## src/rtl/magnitude_pkg.sv

```systemverilog
// Width and latency helpers shared by the square-root pipeline and its bench.
//   root_width(n)   : width of the result root (n)
//   rem_width(n)    : width of the partial remainder register (n+2)
//   pipe_latency(n) : input register plus n recurrence stages (n+1)
package magnitude_pkg;

  localparam int unsigned DEFAULT_DATA_SIZE = 16;

  function automatic int unsigned root_width(input int unsigned n);
    return n;
  endfunction

  function automatic int unsigned rem_width(input int unsigned n);
    return n + 2;
  endfunction

  function automatic int unsigned pipe_latency(input int unsigned n);
    return n + 1;
  endfunction

endpackage

```

## src/rtl/magnitude_sqrt_stage.sv

```systemverilog
// One restoring square-root recurrence stage.
// Brings down the next two radicand bits, tries the trial divisor
// (root<<2)|1 and resolves one root bit.
// Ports:
//   clk, rst                 : clock, synchronous active-high reset
//   rad_prev/rem_prev/root_prev : state from the previous stage
//   rad/rem/root             : registered state for the next stage
module magnitude_sqrt_stage
  import magnitude_pkg::*;
#(
  parameter int unsigned DATA_SIZE = DEFAULT_DATA_SIZE,
  parameter int unsigned STAGE     = 0
) (
  input  logic                          clk,
  input  logic                          rst,
  input  logic [2*DATA_SIZE-1:0]        rad_prev,
  input  logic [rem_width(DATA_SIZE)-1:0] rem_prev,
  input  logic [DATA_SIZE-1:0]          root_prev,
  output logic [2*DATA_SIZE-1:0]        rad,
  output logic [rem_width(DATA_SIZE)-1:0] rem,
  output logic [DATA_SIZE-1:0]          root
);

  localparam int unsigned RW = rem_width(DATA_SIZE);

  logic [RW+1:0]        shifted;
  logic [RW-1:0]        trial;
  logic [RW-1:0]        diff;
  logic [DATA_SIZE-1:0] root_mask;
  logic [DATA_SIZE-1:0] partial;
  logic                 ge;

  always_comb begin
    // Only the low STAGE bits of the incoming root can be non-zero;
    // masking the rest lets synthesis trim the early, narrow stages.
    root_mask = '0;
    for (int unsigned i = 0; i < DATA_SIZE; i++) begin
      if (i < STAGE) root_mask[i] = 1'b1;
    end
    partial = root_prev & root_mask;
    shifted = {rem_prev, rad_prev[2*DATA_SIZE-1 -: 2]};
    trial   = {partial, 2'b01};
    // Compare at full width; the subtraction only matters when it is
    // non-negative, and then the difference always fits RW bits.
    ge      = (shifted >= {2'b00, trial});
    diff    = shifted[RW-1:0] - trial;
  end

  always_ff @(posedge clk) begin
    if (rst) begin
      rad  <= '0;
      rem  <= '0;
      root <= '0;
    end else begin
      rad  <= {rad_prev[2*DATA_SIZE-3:0], 2'b00};
      rem  <= ge ? diff : shifted[RW-1:0];
      root <= {partial[DATA_SIZE-2:0], ge};
    end
  end

endmodule

```

## src/rtl/magnitude_sqrt.sv

```systemverilog
// Pipelined integer square root: data_o = floor(sqrt(data_i)).
// Input register followed by DATA_SIZE recurrence stages, one root bit per
// stage, one sample per clock, no stall. en/sof/eof follow in a shift chain
// of equal depth so they line up with the result.
// Ports:
//   data_clk_i/data_rst_i : clock, synchronous active-high reset
//   data_i [2N]           : unsigned radicand
//   data_en_i/sof_i/eof_i : valid and framing flags
//   data_o [N]            : root; data_en_o/sof_o/eof_o delayed flags
//   data_rst_o/data_clk_o : pass-through copies of reset and clock
module magnitude_sqrt
  import magnitude_pkg::*;
#(
  parameter int unsigned DATA_SIZE = DEFAULT_DATA_SIZE
) (
  input  logic                   data_clk_i,
  input  logic                   data_rst_i,
  input  logic [2*DATA_SIZE-1:0] data_i,
  input  logic                   data_en_i,
  input  logic                   data_sof_i,
  input  logic                   data_eof_i,
  output logic [DATA_SIZE-1:0]   data_o,
  output logic                   data_en_o,
  output logic                   data_sof_o,
  output logic                   data_eof_o,
  output logic                   data_rst_o,
  output logic                   data_clk_o
);

  localparam int unsigned RW  = rem_width(DATA_SIZE);
  localparam int unsigned LAT = pipe_latency(DATA_SIZE);

  logic [2*DATA_SIZE-1:0] rad_pipe  [0:DATA_SIZE];
  logic [RW-1:0]          rem_pipe  [0:DATA_SIZE];
  logic [DATA_SIZE-1:0]   root_pipe [0:DATA_SIZE];

  logic [LAT-1:0] en_sr;
  logic [LAT-1:0] sof_sr;
  logic [LAT-1:0] eof_sr;

  assign data_rst_o = data_rst_i;
  assign data_clk_o = data_clk_i;

  always_ff @(posedge data_clk_i) begin
    if (data_rst_i) begin
      rad_pipe[0] <= '0;
    end else begin
      rad_pipe[0] <= data_i;
    end
  end

  assign rem_pipe[0]  = '0;
  assign root_pipe[0] = '0;

  for (genvar s = 0; s < DATA_SIZE; s++) begin : g_stage
    magnitude_sqrt_stage #(
      .DATA_SIZE (DATA_SIZE),
      .STAGE     (s)
    ) u_stage (
      .clk       (data_clk_i),
      .rst       (data_rst_i),
      .rad_prev  (rad_pipe[s]),
      .rem_prev  (rem_pipe[s]),
      .root_prev (root_pipe[s]),
      .rad       (rad_pipe[s+1]),
      .rem       (rem_pipe[s+1]),
      .root      (root_pipe[s+1])
    );
  end

  // Framing flags are qualified by en on entry so they can never surface
  // on an invalid output slot.
  always_ff @(posedge data_clk_i) begin
    if (data_rst_i) begin
      en_sr  <= '0;
      sof_sr <= '0;
      eof_sr <= '0;
    end else begin
      en_sr  <= {en_sr[LAT-2:0],  data_en_i};
      sof_sr <= {sof_sr[LAT-2:0], data_sof_i & data_en_i};
      eof_sr <= {eof_sr[LAT-2:0], data_eof_i & data_en_i};
    end
  end

  assign data_o     = root_pipe[DATA_SIZE];
  assign data_en_o  = en_sr[LAT-1];
  assign data_sof_o = sof_sr[LAT-1];
  assign data_eof_o = eof_sr[LAT-1];

endmodule

```

## config.mk

```make
export PLATFORM = sky130hd
export DESIGN_NAME = magnitude_sqrt
export DESIGN_NICKNAME = d
export VERILOG_FILES = /design/src/rtl/magnitude_pkg.sv /design/src/rtl/magnitude_sqrt_stage.sv /design/src/rtl/magnitude_sqrt.sv
export SDC_FILE = /design/constraint.sdc
export NUM_CORES = 1
export LEC_CHECK = 0
export ABC_AREA = 1
export CAP_MARGIN = 20
export CORE_ASPECT_RATIO = 0.75
export CORE_UTILIZATION = 65
export CTS_BUF_LIST = sky130_fd_sc_hd__clkbuf_2 sky130_fd_sc_hd__clkbuf_4 sky130_fd_sc_hd__clkbuf_8
export DETAILED_ROUTE_END_ITERATION = 8
export MAX_ROUTING_LAYER = met4
export PLACE_DENSITY = 0.84
export SKIP_LAST_GASP = 1
export SYNTH_ARGS = -nofsm -noshare
export SYNTH_HDL_FRONTEND = slang
export SYNTH_SLANG_ARGS = --single-unit
```

## constraint.sdc

```tcl
create_clock -name data_clk_i -period 3.1 [get_ports data_clk_i]
set_input_delay 0.775 -clock data_clk_i [delete_from_list [all_inputs] [get_ports data_clk_i]]
set_output_delay 0.775 -clock data_clk_i [all_outputs]
set_load 0.05 [all_outputs]
```

# After elaboration in Yosys (flattened, before gate mapping)

Index checks and enable logic that the tools add are counted.

Add/sub/neg operators: 15
$lt $le $gt $ge: 16
Muxes and demuxes: 15
Bitwise operators: 3
Reduce and logical (&&, ||, !) cells: 1

Operator list:

| operator         | count |
|---|---|
| $mux 18          | 14 |
| $ge 20x10->1     | 1 |
| $ge 20x11->1     | 1 |
| $ge 20x12->1     | 1 |
| $ge 20x13->1     | 1 |
| $ge 20x14->1     | 1 |
| $ge 20x15->1     | 1 |
| $ge 20x16->1     | 1 |
| $ge 20x17->1     | 1 |
| $ge 20x3->1      | 1 |
| $ge 20x4->1      | 1 |
| $ge 20x5->1      | 1 |
| $ge 20x6->1      | 1 |
| $ge 20x7->1      | 1 |
| $ge 20x8->1      | 1 |
| $ge 20x9->1      | 1 |
| $sub 18x10->18   | 1 |
| $sub 18x11->18   | 1 |
| $sub 18x12->18   | 1 |
| $sub 18x13->18   | 1 |
| $sub 18x14->18   | 1 |
| $sub 18x15->18   | 1 |
| $sub 18x16->18   | 1 |
| $sub 18x3->18    | 1 |
| other kinds (12) | 13 |

Flip-flop bits (word level): 952
Input port bits: 37
Output and inout port bits: 21
Word-level logic and storage cells: 115

# Depth between registers and ports, before layout

Depth after elaboration: 3
Depth in mapped cells: 14

# Hierarchy

Synthesis repeated with hierarchy kept, for this count alone.

Cell total of the unflattened synthesis: 6,158
Area total of the unflattened synthesis: 44,437.6 µm²

By module, submodules not included:

| module                                      | instances | cells an instance | area an instance (µm²) | sequential area each (µm²) |
|---|---|---|---|---|
| magnitude_sqrt_stage at g_stage[15].u_stage | 1         | 488               | 3,216.8                | 1,281.2 |
| magnitude_sqrt_stage at g_stage[13].u_stage | 1         | 415               | 3,016.6                | 1,241.2 |
| magnitude_sqrt_stage at g_stage[12].u_stage | 1         | 436               | 2,961.6                | 1,221.2 |
| magnitude_sqrt_stage at g_stage[14].u_stage | 1         | 420               | 2,912.8                | 1,261.2 |
| magnitude_sqrt_stage at g_stage[11].u_stage | 1         | 399               | 2,824.0                | 1,201.2 |
| magnitude_sqrt_stage at g_stage[10].u_stage | 1         | 386               | 2,800.2                | 1,181.1 |
| magnitude_sqrt_stage at g_stage[9].u_stage  | 1         | 380               | 2,735.1                | 1,161.1 |
| magnitude_sqrt_stage at g_stage[7].u_stage  | 1         | 372               | 2,607.5                | 1,121.1 |
| magnitude_sqrt_stage at g_stage[8].u_stage  | 1         | 352               | 2,578.7                | 1,141.1 |
| magnitude_sqrt_stage at g_stage[6].u_stage  | 1         | 353               | 2,483.6                | 1,101.1 |
| magnitude_sqrt_stage at g_stage[5].u_stage  | 1         | 334               | 2,463.6                | 1,081.0 |
| magnitude_sqrt                              | 1         | 261               | 2,398.6                | 1,661.6 |
| magnitude_sqrt_stage at g_stage[4].u_stage  | 1         | 332               | 2,392.3                | 1,061.0 |
| magnitude_sqrt_stage at g_stage[3].u_stage  | 1         | 326               | 2,356.0                | 1,041.0 |
| +3 rows                                     | -         | -                 | -                      | - |

==> impl_metrics.ini <==
[timing]
final_hold_vio_count = 0
grt_setup_unrepaired = no
layout_setup_ws_ns = 0.134
setup_viol = 0
report.final.slew_viol_count = 0
worst_clock_skew_ns = 0.0238
setup_total_negative_slack_ns = 0
maxSlewHeadroom = 0.367
worstMarginPinSlew_ns = 0.950

[floorplanning]
fp.dieArea_sq_um = 49600
chipHeight_um = 193
die_width_um = 257
initial_utilization = 0.663
floorplan.core_area_sq_um = 47700
row_count = 69
ioPinCount = 58

[cts]
worst_skew_pair.late_latency_ns = 0.83
cts_hold_repair.buffers = 0
clock_tree_from_tritoncts = done
clkTransAtPathRegs_ns = 0.07

[place]
post-dp-hpwl_um = 49500
gp_routability_congestion = 0.994
pre_cts_ws_ns = 0.103
placement.cell_area_sq_um = 32700
port_buffers = 57

[synth]
synth-warning-count = 0
synth.cell_area_sq_um = 31700
synthesized_instance_count = 4523
synth-edff-count = 0
synth_seq_area_share = 0.448
synth-main-ff-cell = sky130_fd_sc_hd__dfxtp_1
number_of_nets_in_the_synthesized_netlist = 4713
synth-async-reset-ratio = 0
syn_area_per_cell_sq_um = 7.00
synth.distinct_cells = 48
ys_ff_latch = 709

[grt]
grt_util_all_layers = 0.294
overflow = 0
number_of_antenna_violations_at_the_first_check_in_global_routing = 1
grt_start_max_net_pins = 222
grt_pass1_vias = 24522
grt_pass1_wl_um = 117000

[power]
power_density_nw_per_um2 = 986
ir_drop_v = 0.000670
p_leak_nw = 16.8
finalPower_mw = 34.5

[setup_path]
timing.critical_path.arrival_ns = 2.19
critical_path.startpoint = data_clk_i
rr_startpoint = g_stage[12].u_stage.root[1]$_SDFF_PP0_
critical_path_peak_fanout = 3
reg2regPathDepth = 10
critical_path_required_ns = 2.32
cp-start-kind = clock port
timing.setup.critical_path_class = clk -> out
r2r_slack_ns = 0.60
critical_path.endpoint_type = output port

[layout]
multiInputGateArea_sq_um = 13900
num-fill-cells = 3742
area.sequential_sq_um = 14200
area_growth_syn_to_layout_pct = 10.6
proportion_of_layout_cells_with_a_drive_suffix_above_1 = 0.0560
fin_util = 0.733
non_filler_cell_area_final_sq_um = 35000
commonest_non_fill_non_tap_cell_in_the_layout = sky130_fd_sc_hd__nor2_1
most-common-layout-cells = 1082 x sky130_fd_sc_hd__nor2_1, 937 x sky130_fd_sc_hd__nand2_1, 806 x sky130_fd_sc_hd__inv_1, 709 x sky130_fd_sc_hd__dfxtp_1, 162 x sky130_fd_sc_hd__nand3_1
finalNetCount = 4783

[routing]
drt_iter0_markers = 2409
wirelength_um = 70400
wl_per_cell_um = 13.2
drc = 0
detail_route.first_pass.iterations = 6
route.vias.total = 26711
drt.antenna.violating_nets = 0
route.detailed.vias_per_inst = 5.02

[outcome]
outcome = completed

[min_path]
hp-class = in -> reg
hold_start = data_rst_i
whs_path_depth = 2

[run]
drv.max_cap_violation_count = 0
==> state kept, by name, indices dropped and copies added, names as in the netlist <==
name	count
g_stage.u_stage.rad	240
sof_sr	17
eof_sr	17
en_sr	17
rad_pipe	32
g_stage.u_stage.root	136
g_stage.u_stage.rem	250
==> report_power, final <==
part / total [mW] / switching [mW] / internal [mW] / leakage (nW)
logic: 15.1 / 9.96 / 5.11 / 9.78
registers: 11.2 / 0.782 / 10.4 / 5.80
clock network: 8.25 / 3.70 / 4.54 / 1.24
==> routing by layer <==
metal | vias up | global-route usage | wire (um)
met1 | 12016 | 0.420 | 35100
met5 | - | - | 0
met4 | 0 | 0.0680 | 893
met2 | 856 | 0.421 | 28600
li1 | 13757 | - | -
met3 | 82 | 0.0663 | 5860
==> timing repair <==
action / 4_1_cts / 5_1_grt
buffers inserted: 0 / 0
endpoints found under the setup margin: 1 / 0
gates resized for setup: 1 / 0
==> worst max-delay path: stages <==
cell                            delay (ns)
sky130_fd_sc_hd__clkbuf_8             0.11
sky130_fd_sc_hd__clkbuf_8             0.11
sky130_fd_sc_hd__dlygate4sd2_1        0.41
==> cells in the mapped netlist (5+ instances only) <==
| master | number | area share |
|---|---|---|
| sky130_fd_sc_hd__nor2_2 | 13 | 0.0026 |
| sky130_fd_sc_hd__clkbuf_1 | 73 | 0.0087 |
| sky130_fd_sc_hd__a21oi_1 | 135 | 0.021 |
| sky130_fd_sc_hd__nand2_2 | 14 | 0.0028 |
| sky130_fd_sc_hd__inv_2 | 6 | 0.00071 |
| sky130_fd_sc_hd__xor2_1 | 69 | 0.019 |
| sky130_fd_sc_hd__dfxtp_1 | 709 | 0.45 |
| sky130_fd_sc_hd__o21ai_1 | 5 | 0.00079 |
| sky130_fd_sc_hd__xnor2_1 | 39 | 0.011 |
| sky130_fd_sc_hd__nand3b_1 | 25 | 0.0059 |
| sky130_fd_sc_hd__o21bai_1 | 23 | 0.0055 |
| sky130_fd_sc_hd__buf_2 | 6 | 0.00095 |
| sky130_fd_sc_hd__ha_1 | 153 | 0.060 |
| sky130_fd_sc_hd__nand4_1 | 43 | 0.0085 |
| sky130_fd_sc_hd__nand3_1 | 162 | 0.026 |
| sky130_fd_sc_hd__nor3_1 | 33 | 0.0052 |
| sky130_fd_sc_hd__buf_4 | 13 | 0.0031 |
| sky130_fd_sc_hd__nor2_1 | 1082 | 0.13 |
| sky130_fd_sc_hd__o21ai_2 | 8 | 0.0022 |
| sky130_fd_sc_hd__buf_6 | 10 | 0.0036 |
| sky130_fd_sc_hd__inv_1 | 807 | 0.096 |
| sky130_fd_sc_hd__o21ai_0 | 112 | 0.018 |
| sky130_fd_sc_hd__nand2_1 | 937 | 0.11 |
==> stage by stage <==
step | hold slack, ns | cells
2_1_floorplan | 0.388 | 4523
3_3_place_gp | 0.389 | 5128
3_5_place_dp | 0.392 | 5128
4_1_cts | 0.143 | 5317
5_1_grt | 0.147 | 5318
6_report | 0.193 | 5318
==> final timing paths <==
check,to
setup / recovery,data_clk_o
hold / removal,g_stage[6].u_stage.rem[11]$_SDFF_PP0_
setup reg to reg,g_stage[13].u_stage.rem[11]$_SDFF_PP0_
hold reg to reg,g_stage[6].u_stage.rad[23]$_SDFF_PP0_
==> kinds of logic after synthesis <==
| group | after synthesis | share of synthesized area |
|---|---|---|
| DFF | 709 | 0.448 |
| AOI/OAI and AO/OA | 296 | 0.0507 |
| xor gates and xnor gates | 108 | 0.0299 |
| and+or+nand+nor | 2337 | 0.297 |
| other | 1 | 0.000118 |
| buffers and inverters | 919 | 0.113 |
| adders and majority gates | 153 | 0.0605 |
==> layout make-up <==
type / count / share of cell area
Antenna cell: 1 / 0.0000715
Clock buffer: 158 / 0.0563
Clock inverter: 32 / 0.0107
Inverter: 814 / 0.0874
Multi-Input combinational cell: 2895 / 0.397
Sequential cell: 709 / 0.406
Tap cell: 639 / 0.0228
Timing Repair Buffer: 70 / 0.0206
Power figures use the tool's default switching activity.
